[src/rtl/mem_arbiter.sv]
// mem_arbiter: round-robin arbiter and sequencer that shares one single-port,
// word-addressed 32-bit memory between an instruction-fetch port (I, read-only)
// and a load/store port (D, read/write). Each granted access occupies exactly
// one memory cycle; its response is registered on the following edge. Byte
// addresses become word addresses here. Misaligned or out-of-range addresses
// fault: they never write, they return zero data, and they raise err.
//
// state   | meaning
// --------+--------------------------------------------------------------
// IDLE    | no access in flight; arbitrate on the next edge
// SERVE_I | memory cycle owned by the fetch port (i_gnt high)
// SERVE_D | memory cycle owned by the load/store port (d_gnt high)

module mem_arbiter #(
  parameter int ADDR_W = 12
) (
  input  logic              clk,
  input  logic              rst_n,
  input  logic              i_req,
  input  logic [31:0]       i_addr,
  output logic              i_gnt,
  output logic              i_rvalid,
  output logic [31:0]       i_rdata,
  output logic              i_err,
  input  logic              d_req,
  input  logic              d_we,
  input  logic [31:0]       d_addr,
  input  logic [31:0]       d_wdata,
  output logic              d_gnt,
  output logic              d_rvalid,
  output logic [31:0]       d_rdata,
  output logic              d_err,
  output logic              mem_we,
  output logic [ADDR_W-1:0] mem_addr,
  output logic [31:0]       mem_wdata,
  input  logic [31:0]       mem_rdata
);

  typedef enum logic [1:0] {
    IDLE    = 2'd0,
    SERVE_I = 2'd1,
    SERVE_D = 2'd2
  } state_t;

  state_t      state;
  state_t      state_nxt;
  logic        last_d;      // 1 when the most recent grant went to D
  logic [31:0] a_q;
  logic        we_q;
  logic [31:0] wd_q;
  logic        fault;

  // The address latched at the grant edge is checked once and the result is
  // shared by the write gate and by both response paths.
  assign fault = (a_q[1:0] != 2'b00) || (a_q[31:ADDR_W+2] != '0);

  // Memory drive comes straight from the latched request. The write enable is
  // also gated by rst_n so that a reset cycle can never write.
  assign mem_addr  = a_q[ADDR_W+1:2];
  assign mem_wdata = wd_q;
  assign mem_we    = (state == SERVE_D) && we_q && !fault && rst_n;

  // Arbitration. A serve cycle hands the memory straight to the other port if
  // that port is waiting, which lets both ports alternate with no gap. The
  // port being served is ignored at the end of its own cycle.
  always_comb begin
    state_nxt = IDLE;
    case (state)
      IDLE: begin
        if (i_req && d_req) state_nxt = last_d ? SERVE_I : SERVE_D;
        else if (i_req)     state_nxt = SERVE_I;
        else if (d_req)     state_nxt = SERVE_D;
        else                state_nxt = IDLE;
      end
      SERVE_I: state_nxt = d_req ? SERVE_D : IDLE;
      SERVE_D: state_nxt = i_req ? SERVE_I : IDLE;
      default: state_nxt = IDLE;
    endcase
  end

  // Sequencer: state, request latch, and the registered grant and response outputs.
  always_ff @(posedge clk) begin
    if (!rst_n) begin
      state    <= IDLE;
      last_d   <= 1'b1;
      a_q      <= '0;
      we_q     <= 1'b0;
      wd_q     <= '0;
      i_gnt    <= 1'b0;
      d_gnt    <= 1'b0;
      i_rvalid <= 1'b0;
      i_err    <= 1'b0;
      i_rdata  <= '0;
      d_rvalid <= 1'b0;
      d_err    <= 1'b0;
      d_rdata  <= '0;
    end else begin
      state    <= state_nxt;
      i_gnt    <= (state_nxt == SERVE_I);
      d_gnt    <= (state_nxt == SERVE_D);
      i_rvalid <= 1'b0;
      i_err    <= 1'b0;
      d_rvalid <= 1'b0;
      d_err    <= 1'b0;

      if (state == SERVE_I) begin
        i_rvalid <= 1'b1;
        i_err    <= fault;
        i_rdata  <= fault ? 32'd0 : mem_rdata;
      end

      if (state == SERVE_D) begin
        d_rvalid <= 1'b1;
        d_err    <= fault;
        d_rdata  <= (fault || we_q) ? 32'd0 : mem_rdata;
      end

      if (state_nxt == SERVE_I) begin
        a_q    <= i_addr;
        we_q   <= 1'b0;
        wd_q   <= '0;
        last_d <= 1'b0;
      end else if (state_nxt == SERVE_D) begin
        a_q    <= d_addr;
        we_q   <= d_we;
        wd_q   <= d_wdata;
        last_d <= 1'b1;
      end
    end
  end

endmodule
[config.mk]
export PLATFORM = sky130hd
export DESIGN_NAME = mem_arbiter
export DESIGN_NICKNAME = d
export VERILOG_FILES = /design/src/rtl/mem_arbiter.sv
export SDC_FILE = /design/constraint.sdc
export NUM_CORES = 1
export LEC_CHECK = 0
export CORE_MARGIN = 2
export CORE_UTILIZATION = 65
export DETAILED_ROUTE_END_ITERATION = 7
export DONT_BUFFER_PORTS = 1
export PLACE_DENSITY = 0.87
export SLEW_MARGIN = 20
export SYNTH_ARGS = -nofsm -noshare
export SYNTH_HDL_FRONTEND = slang
export SYNTH_SLANG_ARGS = --single-unit
export TNS_END_PERCENT = 50
[constraint.sdc]
create_clock -name clk -period 2.8 [get_ports clk]
set_clock_uncertainty 0.15 [all_clocks]
set_input_delay 0.28 -clock clk [delete_from_list [all_inputs] [get_ports clk]]
set_output_delay 0.28 -clock clk [all_outputs]
set_load 0.05 [all_outputs]
==> impl_metrics.yaml, run 1 <==
worst_hold_path:
  hold_class: "input port to flip-flop"
timing:
  relSlewSlack_pct: 59.18
  tightest_slew_ns: 0.6123
  hold_viol_final: 0
  min_period_over_period_pct: 97.71
  fin_crit_ns: 2.736
  finalMaxSlewViolations: 0
  max_freq_mhz: 365.5
  fin_ws_ns: 0.06407
  finalSetupViolations: 0
run:
  maxCapViolations: 0
power:
  clkPwrFrac_pct: 41.9
  netSwitchingFraction_pct: 30.86
  internal_power_mw: 3.911
  p_comb_share_pct: 17.3
  p_sw_mw: 1.746
  cellLeakagePower_nw: 2.839
  pwr-share-seq_pct: 40.8
  vdd_drop_max_uv: 584.0
  powerDensity_mw_per_mm2: 718.8
  finalPower_mw: 5.658
cells_and_area:
  final_common_cell: "dfxtp_1"
  final-instance-count-excl-fill: 854
  postLayoutCellArea_mm2: 0.007871
  fin_nets: 869
  finish.utilization_pct: 89.39
  drive_gt1_share_pct: 12.47
  multi_input_comb_area_mm2: 0.002808
  seq_area_mm2: 0.002763
  diodes: 0
  synthToLayoutAreaGrowth_pct: 32.55
  final_cell_mix: "138 x dfxtp_1, 131 x dlygate4sd3_1, 66 x mux2i_1"
  nFillCells: 351
cts:
  clockBufferDepth: 2
  cts_tree: "built"
  numCtsBuffers: 17
  ctsRootBufferMaster: "clkbuf_8"
  clk_latency_ns: 0.51
  cts_htree_levels: 4
  clock-sinks: 138
  clk_pin_slew_ns: 0.06
placed_design:
  portBuffers: 0
  dp_hpwl_mm: 9.682
  place_ws_ns: 0.5238
  finalWeightedCongestion: 0.8085
  dpl-instance-area_mm2: 0.005834
  dp.cells: 681
detailed_routing:
  ant_nets: 0
  vias: 5587
  drtIter0Drc: 535
  routedWlPerCell_um: 23.67
  wl_mm: 20.21
  dr.pass1.iters: 6
  avgViaCountPerCell: 6.542
  drcViolationCount: 0
outcome:
  status: "finished clean"
worst_setup_path:
  critPathLaunchType: "flip-flop"
  end_kind: "flip-flop"
  cp_max_fo: 10
  cp_data_arrival_time_ns: 2.97
  crit_type: "flip-flop to flip-flop"
  crit_required_ns: 3.03
synthesis:
  synthArstFlopShare_pct: 0
  synth_area_leaders: "dfxtp_1 47%, mux2i_1 11%, o31ai_2 5.7%"
  yosys.cell_types.count: 28
  netlist_instances: 630
  synth_top_cell_area_share_pct: 46.52
  synth_nets: 766
  ys_seq_area_share_pct: 46.52
  ys_seq_elements: 138
  yosysTopAreaCell: "dfxtp_1"
  synth_edf_count: 0
  synth_area_mm2: 0.005938
  ys.warnings.count: 0
  syn_area_per_cell_um2: 9.426
  ys.flop_type: "dfxtp_1"
floorplan:
  start_util_pct: 67.43
  die_x_um: 99.58
  core_area_mm2: 0.008806
  num_io_pins: 248
  dieArea_mm2: 0.009916
  rows: 34
  die_y_um: 99.58
global_routing:
  grt_max_degree: 102
  grt_pass1_vias: 5748
  antenna_found_initial: 0
  grt_pass1_wl_mm: 30.43
  overflow: 0
  track_usage_pct: 39.24
final cells by class:
class	instances	share of cell area [%]
repair buffers	158	19.49
multi-input cells	415	35.67
well taps	108	1.717
inverters	3	0.1431
flip-flops and latches	138	35.10
clock buffers	19	5.484
clock inverters	13	2.400
layer usage:
metal  GRT usage [%]  wire, um  vias to the layer above
met5               0         0                        -
met2           68.61     10190                      397
met3           11.38      1774                      123
met4           22.23      1328                        0
li1                -         -                     2427
met1           42.32      6916                     2640
critical path: stages (launching register included):
cell,delay [ns]
dfxtp_1,0.35
nand2b_1,0.21
a21oi_1,0.25
inv_1,0.16
ha_4,0.23
mux2i_1,0.30
dlygate4sd3_1,0.66
o21ai_1,0.08
and2_1,0.21
state kept, by name (all words and copies together), names as in the netlist:
| signal | count |
|---|---|
| we_q | 1 |
| a_q | 32 |
| last_d | 1 |
| i_gnt | 1 |
| mem_wdata | 32 |
| d_rvalid | 1 |
| d_gnt | 1 |
| d_rdata | 32 |
| d_err | 1 |
| i_rvalid | 1 |
| i_rdata | 32 |
| i_err | 1 |
| state | 2 |
through the flow:
step	hold WS [ns]	TNS, ns
after floorplan	0.2765	0
after global placement	0.2023	0
after detailed placement	0.2157	0
after CTS	0.03190	0
after global routing	0.07977	-0.003442
final	0.05708	0
path summary, 6_finish.rpt:
path,start,end,slack (ns),depth (start not counted)
worst max-delay path,state[1],a_q[13],0.06,8
worst min-delay path,rst_n,mem_wdata[16],0.06,3
worst max register to register,state[1],a_q[13],0.06,8
worst min register to register,a_q[14],a_q[14],0.47,3
power by group through the flow:
stage | logic [mW] | clock network (mW) | registers [mW]
2_1_floorplan | 0.691 | 0 | 2.25
3_3_place_gp | 0.660 | 0 | 2.33
3_5_place_dp | 0.683 | 0 | 2.34
4_1_cts | 0.882 | 2.36 | 2.30
5_1_grt | 1.04 | 2.48 | 2.31
6_report | 0.981 | 2.37 | 2.31
cells by family after synthesis:
family | share of synthesized area (%)
compound gates | 12.14
mux | 11.13
fa+ha+maj | 0.6322
simple gates | 22.92
buf+inv | 6.658
flops | 46.52
cells in the mapped netlist (2+ instances only):
library cell  instances
and2_1               36
and3b_1               2
buf_1                 5
buf_2                16
buf_4                17
buf_6                 3
clkbuf_1             33
dfxtp_1             138
ha_1                  3
inv_2                 2
mux2i_1              66
nand2_1              35
nand2b_1              3
nand3_1              65
nand3b_1             32
nand4_1              32
nor2_1               33
nor4_1                3
nor4_4                2
o21a_1                2
o21ai_1              65
o31ai_1               5
o31ai_2              27
timing repair:
item / in CTS / in global routing
hold buffers: 132 / 0
resized for setup: 0 / 1
buffers inserted: 0 / 9
endpoints found under the hold margin: 134 / 0
setup endpoints to repair: 0 / 17
No activity file was read; power rests on OpenSTA's default activity.
==> run 2: changes to the inputs <==
--- a/config.mk
+++ b/config.mk
@@ -10,6 +10,7 @@
 export DETAILED_ROUTE_END_ITERATION = 7
 export DONT_BUFFER_PORTS = 1
 export PLACE_DENSITY = 0.87
+export RECOVER_POWER = 50
 export SLEW_MARGIN = 20
 export SYNTH_ARGS = -nofsm -noshare
 export SYNTH_HDL_FRONTEND = slang
==> run 2 against run 1 <==
- the run now ends with capacitance limit, slew limit left
- register-to-register slack about the same
- wire length increased by 0.35%
- via count grew 0.39%
- largest cell class unchanged
==> impl_metrics.yaml, run 2 (synthesis gave the netlist of run 1 again) <==
outcome:
  status: "finished, violations left"
  violations: "capacitance limit, slew limit"
placed_design:
  portBuffers: 0
  dp_hpwl_mm: 9.682
  finalWeightedCongestion: 0.8085
  place_ws_ns: 0.5238
  dp.cells: 681
timing:
  fin_crit_ns: 2.743
  max_freq_mhz: 364.6
  fin_ws_ns: 0.05702
  tightest_slew_ns: 1.763
  min_period_over_period_pct: 97.96
  relSlewSlack_pct: -17.55
  finalSetupViolations: 0
  hold_viol_final: 0
  hold_slack_ns: 0.05752
  finalMaxSlewViolations: 70
cells_and_area:
  fin_nets: 869
  final_cell_mix: "138 x dfxtp_1, 131 x dlygate4sd3_1, 66 x mux2i_1"
  diodes: 0
  final_common_cell: "dfxtp_1"
  nFillCells: 354
  synthToLayoutAreaGrowth_pct: 32.43
  drive_gt1_share_pct: 12.20
  final-instance-count-excl-fill: 854
  finish.utilization_pct: 89.30
worst_setup_path:
  crit_path_start: "state[1]"
  cp_data_arrival_time_ns: 2.98
  endpoint: "a_q[13]"
  rr_worst_depth: 8
  r2r_end: "a_q[13]"
  reg2reg_setup_slack_ns: 0.06
  end_kind: "flip-flop"
  critPathLaunchType: "flip-flop"
  crit_type: "flip-flop to flip-flop"
  cp_max_fo: 10
  crit_required_ns: 3.03
  timing.rr.start: "state[1]"
detailed_routing:
  ant_nets: 0
  drcViolationCount: 0
  dr.pass1.iters: 5
  wl_mm: 20.28
  drtIter0Drc: 531
  vias: 5609
  avgViaCountPerCell: 6.568
  routedWlPerCell_um: 23.75
global_routing:
  grt_pass1_wl_mm: 30.43
  antenna_found_initial: 0
  track_usage_pct: 39.24
  overflow: 0
  grt_pass1_vias: 5748
  grt_max_degree: 102
run:
  maxCapViolations: 2
cts:
  numCtsBuffers: 17
  ctsRootBufferMaster: "clkbuf_8"
  cts_tree: "built"
  clock-sinks: 138
  clk_latency_ns: 0.51
  clk_pin_slew_ns: 0.06
  cts_htree_levels: 4
  clockBufferDepth: 2
power:
  powerDensity_mw_per_mm2: 719.1
  cellLeakagePower_nw: 2.833
  vdd_drop_max_uv: 581.1
  finalPower_mw: 5.655
floorplan:
  rows: 34
  num_io_pins: 248
  die_x_um: 99.58
  die_y_um: 99.58
  core_area_mm2: 0.008806
  dieArea_mm2: 0.009916
  start_util_pct: 67.43
worst_hold_path:
  hold_depth: 3
  hold_class: "input port to flip-flop"
-- run 2: changes by cell type in the layout (fill, tap and decap cells not counted) --
cell,before,now
clkbuf_1,1,3
o21ai_1,65,57
o21ai_0,0,8
buf_4,26,24
and2_0,0,1
and2_1,36,35
-- run 2: critical path: stages (launching register included) --
cell and delay (ns):
dfxtp_1 0.35, nand2b_1 0.21, a21oi_1 0.26, inv_1 0.17, ha_4 0.24, mux2i_1 0.30
dlygate4sd3_1 0.66, o21ai_1 0.08, and2_1 0.21
-- run 2: routing by layer --
metal	wire [um]	vias up	GRT usage (%)
met5	0	-	0
met4	1354	0	22.23
met3	1719	130	11.38
met2	10230	402	68.61
met1	6981	2647	42.32
li1	-	2430	-
-- run 2: timing repair --
| item | 4_1_cts | 5_1_grt |
|---|---|---|
| setup endpoints to repair | 0 | 17 |
| endpoints found under the hold margin | 134 | 0 |
| setup buffers | 0 | 9 |
| resized for setup | 0 | 1 |
| hold buffers | 132 | 0 |
-- run 2: layout make-up --
class	count	area, um^2	area share (%)
multi-input combinational	415	2808	35.70
sequential	138	2763	35.13
timing repair buffer	158	1526	19.41
clock buffer	19	431.7	5.489
clock inverter	13	188.9	2.403
tap	108	135.1	1.718
inverter	3	11.26	0.1432
-- run 2: through the flow --
stage               instance area, um^2  setup TNS (ns)
floorplan                          5938               0
CTS                                7794               0
detailed placement                 5834               0
global placement                   5834               0
finish                             7864               0
global route                       7864       -0.005064
-- run 2: power breakdown --
part	switching [mW]	total [mW]	internal, mW
logic	0.603	0.979	0.376
clock network	0.888	2.37	1.48
registers	0.254	2.31	2.05
-- run 2: worst min-delay path by stage --
stage | slack (ns) | start | endpoint
after floorplan | 0.28 | mem_rdata[0] | i_rdata[0]
after global placement | 0.20 | rst_n | last_d
after detailed placement | 0.22 | rst_n | last_d
after CTS | 0.03 | rst_n | mem_wdata[22]
after global routing | 0.08 | rst_n | a_q[11]
final | 0.06 | rst_n | mem_wdata[16]
